<file path="src/rtl/uart_rx_frame_ctrl_pkg.sv">
// rtl/uart_rx_frame_ctrl_pkg.sv - frame constants and FSM state type for the UART receiver
package uart_rx_frame_ctrl_pkg;

  localparam int BAUD_START    = 1;
  localparam int BAUD_DATA     = 8;
  localparam int BAUD_PARITY   = 1;
  localparam int BAUD_STOP     = 2;
  localparam int FRAME_BAUDS   = BAUD_START + BAUD_DATA + BAUD_PARITY + BAUD_STOP;
  localparam int CLKS_PER_BAUD = 15259;

  typedef enum logic [2:0] {
    ST_IDLE,
    ST_START,
    ST_DATA,
    ST_PARITY,
    ST_STOP,
    ST_DONE
  } rx_state_t;

endpackage

</file>
<file path="src/rtl/uart_rx_frame_ctrl_if.sv">
// rtl/uart_rx_frame_ctrl_if.sv - received-byte holding register handshake toward the packet layer
interface uart_rx_frame_ctrl_if #(
  parameter int DATA_BITS = 8
);
  logic [DATA_BITS-1:0] rx_data;
  logic                 rx_valid;
  logic                 rx_ready;
  logic                 parity_err;
  logic                 frame_err;
  logic                 overrun;

  modport master (
    output rx_data, rx_valid, parity_err, frame_err, overrun,
    input  rx_ready
  );

  modport slave (
    input  rx_data, rx_valid, parity_err, frame_err, overrun,
    output rx_ready
  );
endinterface

</file>
<file path="src/rtl/uart_rx_frame_ctrl_sync.sv">
// rtl/uart_rx_frame_ctrl_sync.sv - 2-FF line synchronizer with falling-edge detect
module uart_rx_sync (
  input  logic ref_clk,
  input  logic reset,
  input  logic rx_in,
  output logic rx_s,
  output logic rx_fall
);
  // Resets to the idle-high line level so leaving reset never fakes a start edge.
  logic [2:0] pipe;

  always_ff @(posedge ref_clk) begin
    if (reset) begin
      pipe <= 3'b111;
    end else begin
      pipe <= {pipe[1:0], rx_in};
    end
  end

  assign rx_s    = pipe[1];
  assign rx_fall = pipe[2] & ~pipe[1];
endmodule

</file>
<file path="src/rtl/uart_rx_frame_ctrl.sv">
// rtl/uart_rx_frame_ctrl.sv - UART receive frame sequencer with timeout and valid/ready holding register
module uart_rx_frame_ctrl
  import uart_rx_frame_ctrl_pkg::*;
#(
  parameter int DATA_BITS    = BAUD_DATA,
  parameter int STOP_BITS    = BAUD_STOP,
  parameter int PARITY_EN    = BAUD_PARITY,
  parameter int PARITY_ODD   = 0,
  parameter int TICK_TIMEOUT = 16384
) (
  input  logic ref_clk,
  input  logic reset,
  input  logic rx_in,
  input  logic baud_tick,
  output logic baud_start,
  output logic baud_abort,
  output logic rx_timeout,
  output logic busy,
  uart_rx_frame_ctrl_if.master rx_if
);
  localparam int BW = $clog2(DATA_BITS + 1);
  localparam int TW = $clog2(TICK_TIMEOUT + 1);
  localparam logic [BW-1:0] DATA_LAST = BW'(DATA_BITS - 1);
  localparam logic [BW-1:0] STOP_LAST = BW'(STOP_BITS - 1);
  localparam logic [TW-1:0] TMO_LAST  = TW'(TICK_TIMEOUT - 1);
  localparam logic          ODD_SEL   = 1'(PARITY_ODD);

  logic                 rx_s;
  logic                 rx_fall;
  rx_state_t            state;
  logic [BW-1:0]        bit_cnt;
  logic [TW-1:0]        tmo_cnt;
  logic [DATA_BITS-1:0] shift_reg;
  logic                 par_flag;
  logic                 frm_flag;

  uart_rx_sync u_sync (
    .ref_clk (ref_clk),
    .reset   (reset),
    .rx_in   (rx_in),
    .rx_s    (rx_s),
    .rx_fall (rx_fall)
  );

  always_ff @(posedge ref_clk) begin
    if (reset) begin
      state            <= ST_IDLE;
      bit_cnt          <= '0;
      tmo_cnt          <= '0;
      shift_reg        <= '0;
      par_flag         <= 1'b0;
      frm_flag         <= 1'b0;
      baud_start       <= 1'b0;
      baud_abort       <= 1'b0;
      rx_timeout       <= 1'b0;
      busy             <= 1'b0;
      rx_if.rx_data    <= '0;
      rx_if.rx_valid   <= 1'b0;
      rx_if.parity_err <= 1'b0;
      rx_if.frame_err  <= 1'b0;
      rx_if.overrun    <= 1'b0;
    end else begin
      baud_start <= 1'b0;
      baud_abort <= 1'b0;
      rx_timeout <= 1'b0;

      if (rx_if.rx_valid && rx_if.rx_ready) begin
        rx_if.rx_valid   <= 1'b0;
        rx_if.parity_err <= 1'b0;
        rx_if.frame_err  <= 1'b0;
        rx_if.overrun    <= 1'b0;
      end

      unique case (state)
        ST_IDLE: begin
          if (rx_fall) begin
            state      <= ST_START;
            baud_start <= 1'b1;
            busy       <= 1'b1;
            tmo_cnt    <= '0;
            bit_cnt    <= '0;
            par_flag   <= 1'b0;
            frm_flag   <= 1'b0;
          end
        end

        ST_START, ST_DATA, ST_PARITY, ST_STOP: begin
          // A tick in the same cycle as expiry wins: it restarts the watchdog.
          if (!baud_tick) begin
            if (tmo_cnt == TMO_LAST) begin
              rx_timeout <= 1'b1;
              baud_abort <= 1'b1;
              busy       <= 1'b0;
              state      <= ST_IDLE;
            end else begin
              tmo_cnt <= tmo_cnt + 1'b1;
            end
          end else begin
            tmo_cnt <= '0;
            unique case (state)
              ST_START: begin
                if (!rx_s) begin
                  state   <= ST_DATA;
                  bit_cnt <= '0;
                end else begin
                  baud_abort <= 1'b1;
                  busy       <= 1'b0;
                  state      <= ST_IDLE;
                end
              end
              ST_DATA: begin
                shift_reg <= {rx_s, shift_reg[DATA_BITS-1:1]};
                if (bit_cnt == DATA_LAST) begin
                  bit_cnt <= '0;
                  state   <= (PARITY_EN != 0) ? ST_PARITY : ST_STOP;
                end else begin
                  bit_cnt <= bit_cnt + 1'b1;
                end
              end
              ST_PARITY: begin
                par_flag <= ((^shift_reg) ^ rx_s) != ODD_SEL;
                state    <= ST_STOP;
              end
              default: begin
                if (!rx_s) frm_flag <= 1'b1;
                if (bit_cnt == STOP_LAST) begin
                  bit_cnt <= '0;
                  state   <= ST_DONE;
                end else begin
                  bit_cnt <= bit_cnt + 1'b1;
                end
              end
            endcase
          end
        end

        ST_DONE: begin
          // Load overrides any same-cycle accept; overrun only if the old byte is lost.
          rx_if.rx_data    <= shift_reg;
          rx_if.rx_valid   <= 1'b1;
          rx_if.parity_err <= par_flag;
          rx_if.frame_err  <= frm_flag;
          rx_if.overrun    <= rx_if.rx_valid & ~rx_if.rx_ready;
          busy             <= 1'b0;
          state            <= ST_IDLE;
        end

        default: begin
          busy  <= 1'b0;
          state <= ST_IDLE;
        end
      endcase
    end
  end
endmodule

</file>
<file path="src/flat_wrapper.sv">
// flat-port wrapper written by rule: the top's interface ports become plain ports
module uart_rx_frame_ctrl_flat import uart_rx_frame_ctrl_pkg::*;
#(
  parameter int DATA_BITS    = BAUD_DATA,
  parameter int STOP_BITS    = BAUD_STOP,
  parameter int PARITY_EN    = BAUD_PARITY,
  parameter int PARITY_ODD   = 0,
  parameter int TICK_TIMEOUT = 16384
)
  (ref_clk, reset, rx_in, baud_tick, baud_start, baud_abort, rx_timeout, busy, rx_if_rx_data, rx_if_rx_valid, rx_if_parity_err, rx_if_frame_err, rx_if_overrun, rx_if_rx_ready);
  uart_rx_frame_ctrl_if #(.DATA_BITS(DATA_BITS)) rx_if_i ();
  input  logic ref_clk;
  input  logic reset;
  input  logic rx_in;
  input  logic baud_tick;
  output logic baud_start;
  output logic baud_abort;
  output logic rx_timeout;
  output logic busy;
  output wire logic [$bits(rx_if_i.rx_data)-1:0] rx_if_rx_data;
  output wire logic [$bits(rx_if_i.rx_valid)-1:0] rx_if_rx_valid;
  output wire logic [$bits(rx_if_i.parity_err)-1:0] rx_if_parity_err;
  output wire logic [$bits(rx_if_i.frame_err)-1:0] rx_if_frame_err;
  output wire logic [$bits(rx_if_i.overrun)-1:0] rx_if_overrun;
  input wire logic [$bits(rx_if_i.rx_ready)-1:0] rx_if_rx_ready;
  assign rx_if_rx_data = rx_if_i.rx_data;
  assign rx_if_rx_valid = rx_if_i.rx_valid;
  assign rx_if_parity_err = rx_if_i.parity_err;
  assign rx_if_frame_err = rx_if_i.frame_err;
  assign rx_if_overrun = rx_if_i.overrun;
  assign rx_if_i.rx_ready = rx_if_rx_ready;
  uart_rx_frame_ctrl #(.DATA_BITS(DATA_BITS), .STOP_BITS(STOP_BITS), .PARITY_EN(PARITY_EN), .PARITY_ODD(PARITY_ODD), .TICK_TIMEOUT(TICK_TIMEOUT)) u_core (.ref_clk(ref_clk), .reset(reset), .rx_in(rx_in), .baud_tick(baud_tick), .baud_start(baud_start), .baud_abort(baud_abort), .rx_timeout(rx_timeout), .busy(busy), .rx_if(rx_if_i));
endmodule
</file>
<file path="config.mk">
export PLATFORM = sky130hd
export DESIGN_NAME = uart_rx_frame_ctrl_flat
export DESIGN_NICKNAME = d
export VERILOG_FILES = /design/src/rtl/uart_rx_frame_ctrl_pkg.sv /design/src/rtl/uart_rx_frame_ctrl_if.sv /design/src/rtl/uart_rx_frame_ctrl_sync.sv /design/src/rtl/uart_rx_frame_ctrl.sv /design/src/flat_wrapper.sv
export SDC_FILE = /design/constraint.sdc
export NUM_CORES = 1
export LEC_CHECK = 0
export CAP_MARGIN = 20
export CORE_AREA = 3 3 74 76
export CTS_CLUSTER_SIZE = 8
export DETAILED_ROUTE_END_ITERATION = 8
export DIE_AREA = 0 0 77 79
export PLACE_DENSITY = 0.8
export SYNTH_ARGS = -nofsm -noshare
export SYNTH_HDL_FRONTEND = slang
export SYNTH_SLANG_ARGS = --single-unit
</file>
<file path="constraint.sdc">
create_clock -name ref_clk -period 2.6 [get_ports ref_clk]
set_input_delay 0.52 -clock ref_clk [delete_from_list [all_inputs] [get_ports ref_clk]]
set_output_delay 0.52 -clock ref_clk [all_outputs]
set_load 0.01 [all_outputs]
</file>
# Word-level counts from Yosys, hierarchy flattened
# Index checks and enable logic that the tools add are counted.
[totals] reg_bits=51 input_bits=5 output_inout_bits=16 wordCells=106
[op_classes] addsub=2 eq_ne=21 mux=43 bitwise=7 reduce_logical=17
[op_table] cell="$mux 15" count=3
[op_table] cell="$pmux 15 s2" count=1
[op_table] cell="$mux 1" count=21
[op_table] cell="$mux 4" count=5
[op_table] cell="$add 15x1->15 const B" count=1
[op_table] cell="$eq 15x14->1 const B" count=1
[op_table] cell="$mux 3" count=5
[op_table] cell="$pmux 4 s3" count=1
[op_table] cell="$reduce_and 4->1" count=3
[op_table] cell="$reduce_and 5->1" count=2
[op_table] cell="$ne 3x3->1 const B" count=3
[op_table] cell="$pmux 3 s3" count=1
[op_table] cell="$ne 2x2->1 const B" count=4
[op_table] cell="$pmux 4 s2" count=1
[op_table] cell="$reduce_xor 8->1" count=1
[op_table] cell="$eq 3x2->1 const B" count=2
[op_table] cell="$eq 3x3->1 const B" count=2
[op_table] cell="$ne 3x2->1 const B" count=2
[op_table] cell="$ne 6x2->1 const B" count=1
[op_table] cell="$pmux 1 s2" count=3
[op_table] cell="$pmux 3 s2" count=1
[op_table] cell="$reduce_and 3->1" count=2
[op_table] cell="$reduce_or 3->1" count=2
[op_table] cell="$add 4x1->4 const B" count=1
[op_table] cell="14 further kinds" count=21

# Logic depth before layout (Yosys ltp)
[logic_depth] word_depth=5 ltp_mapped=9 ltp_nobuf=7

# Modules after synthesis
# A second synthesis with hierarchy kept.
[unflattened] hier_cells=286 hier_area_um2=2453.6
[by_module_without_submodules] mod="uart_rx_frame_ctrl" instances=1 cells_each=279 area_each_um2=2368.5 seq_area_each_um2=960.9
[by_module_without_submodules] mod="uart_rx_sync" instances=1 cells_each=7 area_each_um2=85.1 seq_area_each_um2=60.1

# Worst setup path before layout
# OpenSTA, ideal clock, no wires.
[synth_timing] path_type="in2reg" from="in baud_tick" to="reg u_core.state[0]" setup_time_ps=70 t_arrival_ps=1869 t_required_ps=2530 setup_slack_ps=660 stages=6 n_path_buf=1 cell_sequence="clkbuf_1 > nor4bb_1 > a31o_2 > o21a_1 > or4_1 > a21oi_1"
[synth_between] elab_chain_len=2 word_cells_on_any_way=6 cone_classes="eq/ne: 3; mux: 2; reduce/logical: 1"
[synth_rtl] item="start: declaration" line="flat_wrapper.sv:15" source="input logic baud_tick;"
[synth_rtl] item="$ne 6x2->1 (no source line) (tied with other cells)"
[synth_rtl] item="$reduce_and 4->1 (no source line) or $pmux 3 s2 (tied branches)"
[synth_rtl] item="end signal: assignment" line="uart_rx_frame_ctrl.sv:115" source="state <= (PARITY_EN != 0) ? ST_PARITY : ST_STOP;"
[synth_rtl] item="end: declaration" line="uart_rx_frame_ctrl.sv:30" source="rx_state_t state;"
# Several ways; a longest one is shown, not always the timed one.
# A chain may end at the register's enable or synchronous reset.

# Worst setup path in the final report
[layout_timing] from="reg u_core.state[0]" to="reg u_core.tmo_cnt[11]"
[layout_between] elab_chain_len=4 word_cells_on_any_way=11 cone_classes="eq/ne: 6; mux: 1; reduce/logical: 4"
[layout_rtl] item="$eq 3x3->1 (tied with other cells)" line="uart_rx_frame_ctrl.sv:74" source="unique case (state)"
[layout_rtl] item="$reduce_or 4->1" line="uart_rx_frame_ctrl.sv:74"
[layout_rtl] item="$ne 3x3->1 (no source line) or $reduce_bool 2->1 (tied branches)"
[layout_rtl] item="$reduce_and 3->1 (no source line)"
[layout_rtl] item="end signal: assignment" line="uart_rx_frame_ctrl.sv:96" source="tmo_cnt <= tmo_cnt + 1'b1;"
[layout_rtl] item="end: declaration" line="uart_rx_frame_ctrl.sv:32" source="logic [TW-1:0] tmo_cnt;"
# Several ways; a longest one is shown, not always the timed one.

==> results.txt <==
Status - complete, no violations
Ys async rst share - 0%
Largest net degree at the start of global routing - 32
Post-Syn Instances - 280
Placeable core region - 4790 sq um
Mux cell area share after synthesis - 4.11%
Seq/Total Area, Yosys - 42.0%
Ys Warns - 0
Worst IR drop on VDD - 0.000303 V
Boundary pin count - 21
Hpwl dp - 3380 microns
Area fraction in compound gates after synthesis - 15.9%
Antenna violations before repair - 0
Final setup TNS - 0 ns
Clock transition at path regs - 0.10 ns
Fin nets - 306
Crit. Startpoint - u_core.state[0]$_SDFFE_PP0P_
Die Y - 79 microns
Rel. slew slack - 63.2%
Final Util - 58.7%
Yosys top cell by area - dfxtp_1
Worst hold path type - reg2reg
Setup crit start kind - flop
DR WL/cell - 13.0 microns
CP arrival - 2.61 ns
Largest family of logic cells by synthesized area - simple AND/OR/NAND/NOR gates
IO Port Bufs - 20
Cell internal pwr - 1.11 mW
Root Buffer - clkbuf_8
Ys flop type - dfxtp_1
Synth area leaders - dfxtp_1 42%, nand2_1 5.2%, nor2_1 5.2%, xnor2_1 4.7%, mux2i_1 4.1%
Synth Area in Adders - 1.54%
PD cells - 512 nW/um^2
Clock Path Buffers - 2
Syn Nets - 288
Synth Area in XOR/XNOR - 6.32%
Clk pwr share - 39.5%
Layout cell share with drive strength beyond 1 - 9.03%
Total gr overflow - 0
Tmin final - 2.36 ns
DRC violation count after routing - 0
Initial core utilization - 50.8%
Final setup fails - 0
Die X - 77 microns
Inserted Clock Buffers - 5
FF+latch area - 1020 sq um
Largest register FFs - 15
Post-CTS Hold Fix Bufs - 0
PostCTS Resize Cnt - 0
Reg2reg start - u_core.state[0]$_SDFFE_PP0P_
F_max - 0.424 GHz
Slew @ Worst Pin - 0.549 ns
Reg power frac - 55.2%
Syn avg cell area - 8.69 sq um
Fill cell count - 442
Setup Fix Bufs, Post-CTS - 0
Clock skew - 0.00805 ns
Post-synth EDFFs - 0
Post-synth top area share - 42.0%
Crit. End Element - flop
Sw frac - 22.9%
DIE AREA - 6080 sq um
Hold Fails Final Rpt - 0
FF+latch count, synth - 51
Worst-skew pair later-pin latency - 0.31 ns
Crit path kind - reg2reg
First-pass GRT wire length - 8510 microns
P_sw - 0.330 mW
Cell area after placement - 2690 sq um
Number of global-route vias before repair - 1944
Mapped Area - 2430 sq um
RSZ-0062 raised after global routing - false
Detail Route Antenna Nets - 0
Clk sinks - 51
H-tree lvl count - 2
CTS tree - yes
Vias per cell - 5.61
Simple-gate area share of the yosys netlist - 25.9%
Via count - 2053
Leakage - 0.946 nW
Total Routed Length - 4770 microns
Iter 0 DRT Violations - 158
Rows - 25
Fin area - 2810 sq um
Synthesis-to-layout area growth - 15.4%
# diodes - 0
Worst hold start - u_core.u_sync.pipe[0]$_SDFF_PP1_
Tot Pwr - 1.44 mW
Period utilisation layout - 90.6%
RePlAce Congestion - 0.854
Share of total power in combinational logic - 5.2%
Netlist cell types - 52
First drt pass iteration count - 4
WHS - 0.411 ns
GRT Total Usage - 16.7%
Max-slew violations - 0
Area of the multi-input gates - 1310 sq um
Critical-path maximum fanout - 18
CP required - 2.85 ns
Max-Cap Viols - 0
-- power by group through the flow --
| stage | logic [mW] | clock network, mW | registers, mW |
|---|---|---|---|
| after floorplan | 0.0608 | 0 | 0.808 |
| after global placement | 0.0738 | 0 | 0.813 |
| after detailed placement | 0.0751 | 0 | 0.812 |
| after CTS | 0.0754 | 0.583 | 0.794 |
| after global routing | 0.0849 | 0.607 | 0.796 |
| final | 0.0754 | 0.569 | 0.794 |
-- per-stage QoR --
stage          setup WS (ns)  std cells
2_1_floorplan          0.660        280
5_1_grt               0.0613        366
4_1_cts                0.286        366
3_3_place_gp           0.180        358
3_5_place_dp           0.137        358
6_report               0.243        366
-- worst max-delay path, stage by stage (launching register included) --
cell and delay [ns]:
dfxtp_1 0.67, or3_1 0.44, and3b_1 0.47, o21ai_2 0.14, or4b_1 0.48, nand2_1 0.08
-- synthesized netlist by cell type, types with 2 or more instances --
library cell	n
dfxtp_1	51
and4_1	4
nand2_1	34
nor3b_1	3
a22oi_1	3
xnor2_1	13
o311ai_0	2
nand2b_1	4
nor4bb_1	3
o21a_1	3
buf_6	2
and3b_1	2
a21oi_1	17
nor2b_1	5
a31oi_1	2
o211ai_1	4
clkbuf_1	12
or3b_2	2
mux2i_1	10
nor3_1	4
or4_1	3
nand3_1	10
a211oi_1	7
o21ai_0	2
xor2_1	2
nor2_1	34
o21ai_1	2
buf_2	2
inv_1	5
nand4_1	4
o2111ai_1	2
or2_2	4
nor4_1	2
ha_1	3
-- cell type report --
| class | instances | area share (%) |
|---|---|---|
| Timing Repair Buffer | 28 | 9.27 |
| Sequential cell | 51 | 36.3 |
| Inverter | 5 | 0.668 |
| Clock buffer | 5 | 2.45 |
| Tap cell | 67 | 2.98 |
| Multi-Input combinational cell | 207 | 46.6 |
| Clock inverter | 3 | 1.69 |
-- worst paths after layout --
| kind | end | slack, ns | cells past startpoint |
|---|---|---|---|
| min | u_core.u_sync.pipe[1]$_SDFF_PP1_ | 0.41 | 1 |
| max reg2reg | u_core.tmo_cnt[11]$_SDFFE_PP0P_ | 0.24 | 5 |
| max | u_core.tmo_cnt[11]$_SDFFE_PP0P_ | 0.24 | 5 |
| min reg2reg | u_core.u_sync.pipe[1]$_SDFF_PP1_ | 0.41 | 1 |
-- logic make-up (layout without fill, tap and decap cells) --
group                    count (synthesis)  after routing
XOR/XNOR                                16             16
flip-flops                              51             51
buffers and inverters                   22             41
AND/OR/NAND/NOR                        123            123
multiplexers                            10             10
adder cells (fa/ha/maj)                  3              3
AO/OA/AOI/OAI                           55             55
-- cell usage in the layout (no fill, tap or decap), types with 4 or more instances in the layout --
master           count
a211oi_1             7
nand3_1             10
clkbuf_8             5
nor2_1              34
o211ai_1             4
dfxtp_1             51
nand2b_1             4
inv_1                5
clkdlybuf4s50_1     20
buf_4                8
a21oi_1             17
and4_1               4
mux2i_1             10
or2_2                4
xnor2_1             13
nand2_1             34
nor2b_1              5
nor3_1               4
nand4_1              4
-- metal layers --
layer / vias to the layer above / wire length, microns / global-route usage (%)
li1: 1038 / - / -
met1: 974 / 2260 / 20.7
met2: 35 / 2260 / 28.1
met3: 6 / 183 / 3.63
met4: 0 / 70 / 7.30
met5: - / 0 / 0
(Power assumes the default switching activity.)
